### src/rtl/alu_exec_stage.sv
// Execute stage: single-cycle ALU ops plus a 1-bit-per-cycle iterative shifter,
// with a valid/ready handshake on both sides and a held result register.
//
// state | meaning
// IDLE  | in_ready high, waiting to accept an operation
// SHIFT | iterating a shift, one bit per cycle, busy high
// DONE  | result register valid, waiting for out_ready
module alu_exec_stage #(
  parameter int N   = 32,
  parameter int SHW = 5
) (
  input  logic         clk,
  input  logic         rst,
  input  logic         in_valid,
  output logic         in_ready,
  input  logic [3:0]   op,
  input  logic [N-1:0] a,
  input  logic [N-1:0] b,
  output logic         out_valid,
  input  logic         out_ready,
  output logic [N-1:0] result,
  output logic         zero,
  output logic         busy
);

  typedef enum logic [1:0] {
    S_IDLE  = 2'd0,
    S_SHIFT = 2'd1,
    S_DONE  = 2'd2
  } state_t;

  localparam logic [3:0] OP_ADD = 4'd0;
  localparam logic [3:0] OP_SUB = 4'd1;
  localparam logic [3:0] OP_AND = 4'd2;
  localparam logic [3:0] OP_OR  = 4'd3;
  localparam logic [3:0] OP_XOR = 4'd4;
  localparam logic [3:0] OP_NOT = 4'd5;
  localparam logic [3:0] OP_SLT = 4'd6;
  localparam logic [3:0] OP_SGT = 4'd7;
  localparam logic [3:0] OP_SLL = 4'd8;
  localparam logic [3:0] OP_SRL = 4'd9;
  localparam logic [3:0] OP_SRA = 4'd10;

  state_t         r_state;
  logic [N-1:0]   r_result;
  logic [N-1:0]   r_work;
  logic [SHW-1:0] r_count;
  logic [1:0]     r_kind;
  logic           r_in_ready;
  logic           r_out_valid;
  logic           r_busy;

  logic           w_swap;
  logic [N-1:0]   w_sub_x;
  logic [N-1:0]   w_sub_y;
  logic [N-1:0]   w_diff;
  logic [N-1:0]   w_alu;
  logic [N-1:0]   w_shift_next;
  logic           w_is_shift;
  logic           w_accept;

  // SLT and SGT share the SUB subtractor; SGT just swaps the operands.
  assign w_swap  = (op == OP_SGT);
  assign w_sub_x = w_swap ? b : a;
  assign w_sub_y = w_swap ? a : b;
  assign w_diff  = w_sub_x - w_sub_y;

  assign w_is_shift = (op == OP_SLL) || (op == OP_SRL) || (op == OP_SRA);
  assign w_accept   = in_valid && r_in_ready;

  always_comb begin
    w_alu = '0;
    case (op)
      OP_ADD:                 w_alu = a + b;
      OP_SUB:                 w_alu = w_diff;
      OP_AND:                 w_alu = a & b;
      OP_OR:                  w_alu = a | b;
      OP_XOR:                 w_alu = a ^ b;
      OP_NOT:                 w_alu = ~a;
      OP_SLT, OP_SGT:         w_alu = {{(N-1){1'b0}}, w_diff[N-1]};
      OP_SLL, OP_SRL, OP_SRA: w_alu = a;
      default:                w_alu = '0;
    endcase
  end

  // r_kind: 0 SLL, 1 SRL, 2 SRA (low bits of the opcode)
  always_comb begin
    w_shift_next = r_work;
    case (r_kind)
      2'd0:    w_shift_next = {r_work[N-2:0], 1'b0};
      2'd1:    w_shift_next = {1'b0, r_work[N-1:1]};
      default: w_shift_next = {r_work[N-1], r_work[N-1:1]};
    endcase
  end

  always_ff @(posedge clk) begin
    if (rst) begin
      r_state     <= S_IDLE;
      r_result    <= '0;
      r_work      <= '0;
      r_count     <= '0;
      r_kind      <= 2'd0;
      r_in_ready  <= 1'b1;
      r_out_valid <= 1'b0;
      r_busy      <= 1'b0;
    end else begin
      case (r_state)
        S_IDLE: begin
          if (w_accept) begin
            r_in_ready <= 1'b0;
            if (w_is_shift && (b[SHW-1:0] != '0)) begin
              r_work  <= a;
              r_count <= b[SHW-1:0];
              r_kind  <= op[1:0];
              r_busy  <= 1'b1;
              r_state <= S_SHIFT;
            end else begin
              r_result    <= w_alu;
              r_out_valid <= 1'b1;
              r_state     <= S_DONE;
            end
          end
        end
        S_SHIFT: begin
          r_work  <= w_shift_next;
          r_count <= r_count - 1'b1;
          if (r_count == SHW'(1)) begin
            r_result    <= w_shift_next;
            r_out_valid <= 1'b1;
            r_busy      <= 1'b0;
            r_state     <= S_DONE;
          end
        end
        S_DONE: begin
          if (out_ready) begin
            r_out_valid <= 1'b0;
            r_in_ready  <= 1'b1;
            r_state     <= S_IDLE;
          end
        end
        default: begin
          r_state     <= S_IDLE;
          r_in_ready  <= 1'b1;
          r_out_valid <= 1'b0;
          r_busy      <= 1'b0;
        end
      endcase
    end
  end

  assign in_ready  = r_in_ready;
  assign out_valid = r_out_valid;
  assign busy      = r_busy;
  assign result    = r_result;
  assign zero      = (r_result == '0);

endmodule

### config.mk
export PLATFORM = sky130hd
export DESIGN_NAME = alu_exec_stage
export DESIGN_NICKNAME = d
export VERILOG_FILES = /design/src/rtl/alu_exec_stage.sv
export SDC_FILE = /design/constraint.sdc
export NUM_CORES = 1
export LEC_CHECK = 0
export CORE_MARGIN = 4
export CORE_UTILIZATION = 35
export DETAILED_ROUTE_END_ITERATION = 16
export SYNTH_ARGS = -nofsm -noshare
export SYNTH_HDL_FRONTEND = slang
export SYNTH_SLANG_ARGS = --single-unit
export TNS_END_PERCENT = 5
### constraint.sdc
create_clock -name clk -period 3.1 [get_ports clk]
set_clock_uncertainty 0.2 [all_clocks]
set_input_delay 0.465 -clock clk [delete_from_list [all_inputs] [get_ports clk]]
set_output_delay 0.465 -clock clk [all_outputs]
set_load 0.01 [all_outputs]
---- Word-level counts from Yosys, hierarchy flattened ----
Index checks and enable logic that the tools add are counted.
word-level totals
  register bits ........................... 76
  bits of input ports ..................... 72
  logic and storage cells ................. 86
cells by class
  add/subtract/negate cells ............... 3
  equal/unequal tests ..................... 19
  multiplexer cells ....................... 31
  bitwise operators ....................... 6
  reductions and logical operators ........ 19
operator list
  kind                                                                    number
  32-bit one-hot mux with 8 select lines                                  1
  32-bit two-way mux                                                      7
  32-bit one-hot mux with 2 select lines                                  3
  32-bit adder                                                            1
  32-bit AND                                                              1
  32-bit zero test                                                        1
  32-bit NOT                                                              1
  32-bit bitwise OR                                                       1
  32-bit subtractor                                                       1
  32-bit bitwise XOR                                                      1
  4-bit by 3-bit equality test with 1-bit output (second input constant)  4
  4-bit equality test (second input constant)                             3
  3-bit AND reduction                                                     4
  4-bit AND reduction                                                     3
  5-bit two-way mux                                                       2
  2-bit inequality test (second input constant)                           5
  5-bit one-hot mux with 2 select lines                                   1
  1-bit two-way mux                                                       9
  1-bit one-hot mux with 3 select lines                                   3
  4-bit by 2-bit equality test with 1-bit output (second input constant)  2
  2-bit two-way mux                                                       4
  2-bit one-hot mux with 3 select lines                                   1
  5-bit by 1-bit equality test with 1-bit output (second input constant)  1
  5-bit nonzero test                                                      1
  12 further kinds                                                        17

---- Depth between registers and ports, before layout ----
Gate-level depths: netlist (run 1).
  word-level depth ........................ 7
  gate-level depth with buffers ........... 15
  depth with buffers taken out ............ 13

---- Least setup slack after synthesis (run 1) ----
Ideal clock, no wire load.
  path kind ............................... input -> register
  from .................................... input a[8]
  to ...................................... register r_result[28], in the netlist result[28]
  arrival ................................. 2.993 ns
  slack ................................... -0.228 ns
  stages .................................. 13
  path buffers ............................ 1
  cell sequence ........................... inv_1 > ha_1 > clkbuf_1 > or3_1 > nand2b_1 > o221a_2 > a31oi_1 > o21ai_1 > o21ai_2 > a21oi_2 > xnor2_1 > a2111oi_0 > a211oi_1
on the way
  longest elaborated chain between the ends .. 6
  elaborated cells on any way between the ends .. 8
  those cells by class .................... add/sub (2); mux (6)
RTL lines
  what                                          line    RTL
  from (decl)                                   17      input logic [N-1:0] a,
  32-bit two-way mux, on equally long branches  64, 65
  32-bit subtractor                             66      assign w_diff = w_sub_x - w_sub_y;
  32-bit one-hot mux with 8 select lines *      73      case (op)
  32-bit two-way mux *                          111     if (w_is_shift && (b[SHW-1:0] != '0)) begin
  32-bit two-way mux *                          109     if (w_accept) begin
  32-bit one-hot mux with 2 select lines *      107     case (r_state)
  to (signal assigned)                          118     r_result <= w_alu;
  to (signal assigned)                          128     r_result <= w_shift_next;
  to (decl)                                     45      logic [N-1:0] r_result;
Mark *: on every way between the ends. The rest lies on a longest branch, timed or not. The select of a mux whose other input is x is not followed.
A chain may end at the register's enable or synchronous reset.

---- Worst setup path after layout (run 1) ----
  from .................................... input a[3]
  to ...................................... register r_result[0], in the netlist result[0]
on the way
  longest elaborated chain between the ends .. 6
  elaborated cells on any way between the ends .. 7
  those cells by class .................... add/sub (1); mux (6)
RTL lines
  what                                          line
  32-bit two-way mux, on equally long branches  64, 65
  32-bit subtractor *                           66
  32-bit one-hot mux with 8 select lines *      73
  32-bit two-way mux *                          111
  32-bit two-way mux *                          109
  32-bit one-hot mux with 2 select lines *      107
Marks and branches as above.

==> results of run 1 <==
[cell usage in the layout, fill, tap and decap left out, drive strengths merged, types with 17 or more instances in the layout]
| master | count |
|---|---|
| buf | 374 |
| nand2b | 20 |
| nor4 | 19 |
| clkdlybuf4s50 | 71 |
| inv | 78 |
| a21oi | 157 |
| nand3 | 18 |
| mux2i | 25 |
| a221oi | 17 |
| a211oi | 41 |
| nor3 | 53 |
| nor2b | 39 |
| o21ai | 118 |
| nor2 | 160 |
| dfxtp | 76 |
| nand2 | 98 |
| ha | 67 |
| clkbuf | 18 |
| xnor2 | 22 |
| a21o | 18 |
[kinds of logic after synthesis]
logic type                 share of synthesized area, %
adders and majority gates                          9.60
buffers and inverters                              8.38
xor gates and xnor gates                           3.13
and+or+nand+nor                                    23.7
DFF                                                17.0
AOI/OAI and AO/OA                                  34.7
muxes                                              3.48
[metal layers]
layer  global-route usage [%]  vias up
met5                        0        -
met4                     7.20        0
met3                     4.13       85
met2                     41.5      578
met1                     40.5     5459
li1                         -     5503
[where the power goes]
group	total [µW]	switching (µW)	leakage [µW]	internal (µW)
logic	3280	1720	0.00516	1570
clock network	1020	441	0.000133	579
registers	1410	234	0.000622	1170
total	5710	2390	0.00592	3320
[flip-flops by register name, indices dropped and copies added, names as in the netlist]
name	cells
busy	1
in_ready	1
out_valid	1
r_count	5
r_kind	2
r_state	2
r_work	32
result	32
[cell usage after synthesis, drive strengths merged, types with 4 or more instances]
library cell	instances
xnor2	22
nand3	18
o221ai	13
o21bai	8
o2111ai	8
a2111oi	5
mux2	4
mux2i	25
a221o	5
o311ai	4
a31oi	10
ha	67
o211ai	7
a22oi	16
nor3	53
o31ai	8
inv	78
or3	15
a21o	18
xor2	10
nor4	19
nor2b	39
a221oi	17
a311oi	4
buf	15
a211oi	41
clkbuf	92
nand4	5
o21a	8
nor2	160
nand2	98
o21ai	118
and3	5
a21oi	157
dfxtp	76
o22ai	11
nand2b	20
a211o	5
[through the flow]
step / hold WS (ns) / TNS (ns) / instances / utilization [%] / instance area (µm²)
floorplan: 0.268 / -0.0641 / 1321 / - / 9080
detailed placement: 0.277 / -33.55 / 1972 / 49.9 / 12600
finish: 0.283 / -0.261 / 2025 / 55.1 / 13900
CTS: 0.264 / -0.0217 / 2004 / 53.2 / 13400
global placement: 0.273 / -30.91 / 1972 / 49.9 / 12600
global route: 0.295 / -0.886 / 2025 / 55.1 / 13900
[cell type report]
type                    count  area, µm²
clock inverters             4       25.0
inverters                  79        304
repair buffers            466       3870
flip-flops and latches     76       1520
well taps                 330        413
clock buffers              11        253
multi-input cells        1059       7490
fillers                  2434      11300
[how the worst min path moves through the flow]
stage / endpoint / slack [ns]
after global placement: result[7] / 0.27
after floorplan: r_count[4] / 0.27
after CTS: r_work[22] / 0.26
after global routing: r_work[22] / 0.30
final: r_work[23] / 0.28
after detailed placement: result[7] / 0.28
[worst max-delay path, delay by kind of cell]
kind            cells  cell delay (ns)
buf+inv             4             0.57
fa+ha+maj           1             0.25
compound gates      7             1.25
simple gates        2             0.32
mux                 2             0.39
[what timing repair did]
action / CTS / global route
resized for setup: 174 / 108
hold endpoints to repair: 0 / 0
endpoints found under the setup margin: 41 / 29
setup buffers: 19 / 22
pin swaps: 65 / 73
hold buffers: 0 / 0
==> metrics, run 1 <==
R2R cell count=10; GRT overflow=0; synth unique cells=around 80; final hold vios=0; register area share after synthesis=17.0%; Seq cells post-synth=between 70 and 80; Tcrit/Tclk final=103%; critical setup path kind=in -> reg; I/O Buffers=roughly 110; worst-path fanout max=7; H-tree lvl count=3; syn avg cell area=6.77 µm²; Post-Route M1 WL=18,300 µm; Post-synth EDFFs=0; antenna violations before repair=0; Synth async-reset ratio=0%; Tightest Hold Check Type=in -> reg; CTS buffer count=9; FF-to-FF End=result[24]; io pins=108; post-route ant nets=0; num rows=58; share of layout cells above drive strength 1=between 30% and 40%; top post-synthesis cells by area=dfxtp_1 (17%), ha_1 (9.4%), a21oi_1 (8.7%); post-layout total power=about 5700 µW; post-synthesis net count=1,461; RSZ-0062 raised after global routing=yes; slowest CP cell=a311oi_4; hold path startpoint=rst; P&R area growth vs syn=55.1%; crit path time final=3.20 ns; Die Y=168 µm; DR DRC count=0; global-route wire length before repair=between 60,000 and 70,000 µm; Max Slew Vio Count=0; top cell type's share of synthesized area=17.0%; metal2 WL=17,600 µm; PwrDens=412 nW/µm²; Top FF cell, synth=dfxtp_1; largest net degree at the start of global routing=42; setup violators final=6; CP Data Arrival Time=around 3.3 ns; failing checks=negative setup slack; area of the core=25,200 µm²; drt total wl=just over 40,000 µm; vias per cell=5.74; crit end category=register; routed wl met3=between 3000 and 4000 µm; Setup WS pre-CTS=-0.982 ns; CTS tree=yes; routed len/inst=between 20 and 25 µm; cell count after synthesis=1,321; R2R setup slack=0.55 ns; worst rel slew slack=56.1%; clk buf depth=2; # diodes=0; Least-Margin Pin Slew=~0.66 ns; top routing layer in use=met4; die area=28,200 µm²; Syn Std Cell Area=roughly 9000 µm²; Leakage=about 0.006 µW; yosys warns=0; status=complete, but fails checks; max-cap violation count=0; DP HPWL=31,200 µm; total number of vias=between 10,000 and 15,000; Reg-to-Reg Start=r_state[0]; Worst-Skew Late Latency=about 0.35 ns; Setup crit start=a[3]; Initial Utilization=~36%; vias in the first global route=10,794; worst setup margin=-0.0959 ns; CP startpoint kind=input pin; Synth area leader=dfxtp_1; Nets=roughly 1,800; die extent in x=between 150 and 200 µm; CP cell instances=clkdlybuf4s15_2 -> inv_2 -> ha_4 -> nor3b_2 -> mux2i_1 -> a31o_4 -> a311oi_4 -> buf_4 -> buf_4 -> o21ai_4 -> nand3_4 -> o21ai_4 -> o22ai_4 -> mux2i_1 -> o211ai_1 -> a211oi_2; initial DRC count=between 1,000 and 1,500; CTS root buf=clkbuf_16; Crit path required time=about 3.2 ns; drt pass-1 iters=6; Max VDD drop=0.372 mV; Max Clock Freq=~310 MHz; Worst-path clk slew=~0.06 ns; routability cong.=approximately 0.99; Total GRT Usage=between 20 and 30%; critical path endpoint=result[0]; Sink Count=76; max incr delay on CP=between 0.3 and 0.4 ns; Min-Delay Path Depth=2
Note: power is estimated with default switching activity, not from simulation.
==> inputs of run 2 (changes only) <==
--- a/config.mk
+++ b/config.mk
@@ -5,7 +5,6 @@
 export SDC_FILE = /design/constraint.sdc
 export NUM_CORES = 1
 export LEC_CHECK = 0
-export CORE_MARGIN = 4
 export CORE_UTILIZATION = 35
 export DETAILED_ROUTE_END_ITERATION = 16
 export SYNTH_ARGS = -nofsm -noshare
==> metrics, run 2 (synthesized netlist as in run 1, its figures left out) <==
Sink Count=76 (unchanged); worst-path fanout max=6 (was 7); I/O Buffers=107 (unchanged); total number of vias=11,176 (was 11,625); Worst-Skew Late Latency=0.35 ns (about the same); status=complete, but fails checks (unchanged); routed len/inst=19.4 µm (was 20.0 µm); Seq pwr share=24.0% (was 24.6%); H-tree lvl count=3 (unchanged); worst rel slew slack=43.9% (was 56.1%); Multi-input gate area=7330 µm² (was 7490 µm²); R2R cell count=8 (was 10); CTS tree=yes (unchanged); GRT overflow=0 (unchanged); Min-Delay Path Depth=2 (unchanged); largest net degree at the start of global routing=42 (unchanged); CP startpoint kind=input pin (unchanged); initial DRC count=1,066 (was 1,313); vias per cell=5.65 (was 5.74); Logic pwr share=55.6% (was 57.5%); post-layout total power=5800 µW (was 5710 µW); CTS root buf=clkbuf_16 (unchanged); slowest CP cell=clkdlybuf4s50_1 (was a311oi_4); max-cap violation count=0 (unchanged); crit path time final=3.15 ns (was 3.20 ns); grt met1 use=42.3% (was 40.5%); Crit path buffers/inverters=3 (was 4); post-route ant nets=0 (unchanged); CTS buffer count=9 (unchanged); Tightest Hold Check Type=reg -> reg (was in -> reg); worst setup margin=-0.0492 ns (was -0.0959 ns); max incr delay on CP=0.47 ns (was 0.32 ns); drt total wl=38,300 µm (was 40,600 µm); Fillers=2,525 (was 2,434); global-route wire length before repair=59,700 µm (was 61,900 µm); failing checks=negative setup slack (unchanged); num rows=58 (unchanged); Worst-path clk slew=0.06 ns (about the same); Max VDD drop=0.283 mV (was 0.372 mV); global-route met2 utilization=44.3% (was 41.5%); critical setup path kind=in -> reg (unchanged); vias in the first global route=10,601 (was 10,794); setup violators final=9 (was 6); Setup WS pre-CTS=-1.01 ns (was -0.982 ns); drt pass-1 iters=7 (was 6); crit-path leading delay family=compound AO/OA/AOI/OAI gates (unchanged); crit end category=register (unchanged); CP cell instances=clkdlybuf4s50_1 -> inv_1 -> ha_4 -> a21o_1 -> a21oi_2 -> o21ai_1 -> a211o_1 -> o2bb2ai_4 -> buf_4 -> o211ai_1 -> o2111ai_1 -> nor3_2 -> o311a_1 -> nor4_1 (was clkdlybuf4s15_2 -> inv_2 -> ha_4 -> nor3b_2 -> mux2i_1 -> a31o_4 -> a311oi_4 -> buf_4 -> buf_4 -> o21ai_4 -> nand3_4 -> o21ai_4 -> o22ai_4 -> mux2i_1 -> o211ai_1 -> a211oi_2); hold path startpoint=result[5] (was rst); Clk pwr share=20.4% (was 17.9%); Crit path required time=3.14 ns (was 3.17 ns); DP HPWL=29,900 µm (was 31,200 µm); Sw Ratio=40.5% (was 41.9%); P&R area growth vs syn=50.5% (was 55.1%); CP Data Arrival Time=3.19 ns (was 3.27 ns); Nets=1,784 (was 1,831); Net Sw Power=2350 µW (was 2390 µW); Total GRT Usage=29.1% (was 27.4%); Least-Margin Pin Slew=0.841 ns (was 0.656 ns); commonest non-fill, non-tap cell in the layout=buf_4 (unchanged); Reg-to-Reg Start=r_state[0] (unchanged); die area=26,200 µm² (was 28,200 µm²); Leakage=0.00569 µW (was 0.00592 µW); Tcrit/Tclk final=102% (was 103%); setup_tns=-0.221 ns (was -0.261 ns); register area=1520 µm² (unchanged); DR DRC count=0 (unchanged); area of the core=25,100 µm² (was 25,200 µm²); Worst Hold Endpoint=result[5] (was r_work[23]); Initial Utilization=35.6% (was 35.5%); routability cong.=0.940 (was 0.989); FF-to-FF End=result[28] (was result[24]); GR Util met3=2.99% (was 4.13%); RSZ-0062 raised after global routing=yes (unchanged); # diodes=0 (unchanged); clk buf depth=2 (unchanged); Max Clock Freq=318 MHz (was 313 MHz); io pins=108 (unchanged); R2R setup slack=0.58 ns (was 0.55 ns); antenna violations before repair=0 (unchanged); die extent in x=162 µm (was 168 µm); Max Slew Vio Count=0 (unchanged); share of layout cells above drive strength 1=28.7% (was 32.4%); commonest non-fill, non-tap cells in the layout=buf_4 (287), nor2_1 (157), a21oi_1 (142) (was buf_4 (334), nor2_1 (155), a21oi_1 (140)); final hold vios=0 (unchanged); GR peak layer=met2 (unchanged); PwrDens=431 nW/µm² (was 412 nW/µm²); Die Y=162 µm (was 168 µm); Internal=3450 µW (was 3320 µW)
[run 2: cell count changes in the layout (fill, tap and decap cells not counted), moves of 5 or more]
cell / previous run / this run
inv_1: 57 / 62
dlygate4sd2_1: 4 / 11
buf_2: 10 / 17
buf_4: 334 / 287
o21ai_1: 18 / 25
buf_6: 20 / 8
buf_12: 7 / 16
dlymetal6s2s_1: 7 / 0
clkbuf_2: 7 / 0
[run 2: power groups by stage]
stage | Clock, µW | Combinational, µW | Sequential, µW
3_3_place_gp | 0 | 2990 | 1400
3_5_place_dp | 0 | 3010 | 1400
2_1_floorplan | 0 | 1520 | 1370
5_1_grt | 1240 | 3480 | 1410
6_report | 1180 | 3220 | 1390
4_1_cts | 1190 | 3120 | 1380
[run 2: worst max path at each step]
stage,start,to,cells after the start,slack [ns]
4_1_cts,b[2],result[17],15,-0.03
6_report,a[15],result[20],14,-0.05
5_1_grt,a[1],result[17],15,-0.15
2_1_floorplan,op[0],result[28],15,-0.03
3_5_place_dp,a[0],result[30],15,-1.01
3_3_place_gp,a[0],result[12],14,-0.93
[run 2: area by class of cell]
type	count	share of cell area, %
Clock inverter	5	0.632
Multi-Input combinational cell	1059	54.4
Inverter	79	2.22
Clock buffer	11	1.80
Sequential cell	76	11.3
Timing Repair Buffer	419	26.5
Tap cell	330	3.07
[run 2: repair_timing]
action | CTS | global route
endpoints found under the setup margin | 31 | 27
hold buffers | 0 | 0
cloned | 1 | 0
setup buffers | 14 | 0
pin swaps | 62 | 21
gates resized for setup | 177 | 42
[run 2: tightest hold or removal path, stage by stage, from the launching register on]
cell     delay (ns)
dfxtp_1        0.32
nand2_1        0.06
a21oi_1        0.05
[run 2: stage by stage]
stage / hold slack (ns) / std cells / utilization (%) / area, µm²
after floorplan: 0.268 / 1321 / - / 9080
after global placement: 0.268 / 1948 / 49.8 / 12500
after detailed placement: 0.268 / 1948 / 49.8 / 12500
after CTS: 0.280 / 1979 / 52.8 / 13300
after global routing: 0.300 / 1979 / 53.6 / 13500
final: 0.280 / 1979 / 53.6 / 13500
[run 2: metal layers]
layer | part of all wire (%) | up-vias | wire, µm
met1 | 47 | 5270 | 17900
met2 | 44 | 417 | 16700
met4 | 2.9 | 0 | 1100
met3 | 6.8 | 71 | 2600
li1 | - | 5418 | -
met5 | 0 | - | 0
==> inputs of run 3 (changes only) <==
==> constraint.sdc (replaced) <==
create_clock -name clk -period 3.1 [get_ports clk]
set_clock_uncertainty 0.2 [all_clocks]
set_input_delay 0.465 -clock clk [delete_from_list [all_inputs] [get_ports clk]]
set_output_delay 0.465 -clock clk [all_outputs]
set_load 0.02 [all_outputs]
==> results of run 3 <==
The final DEF is identical to that of run 2. Status: complete, but fails checks: negative setup slack.
Among the figures that moved: total power 5800 µW -> 5890 µW; worst IR drop on VDD 0.283 mV -> 0.293 mV
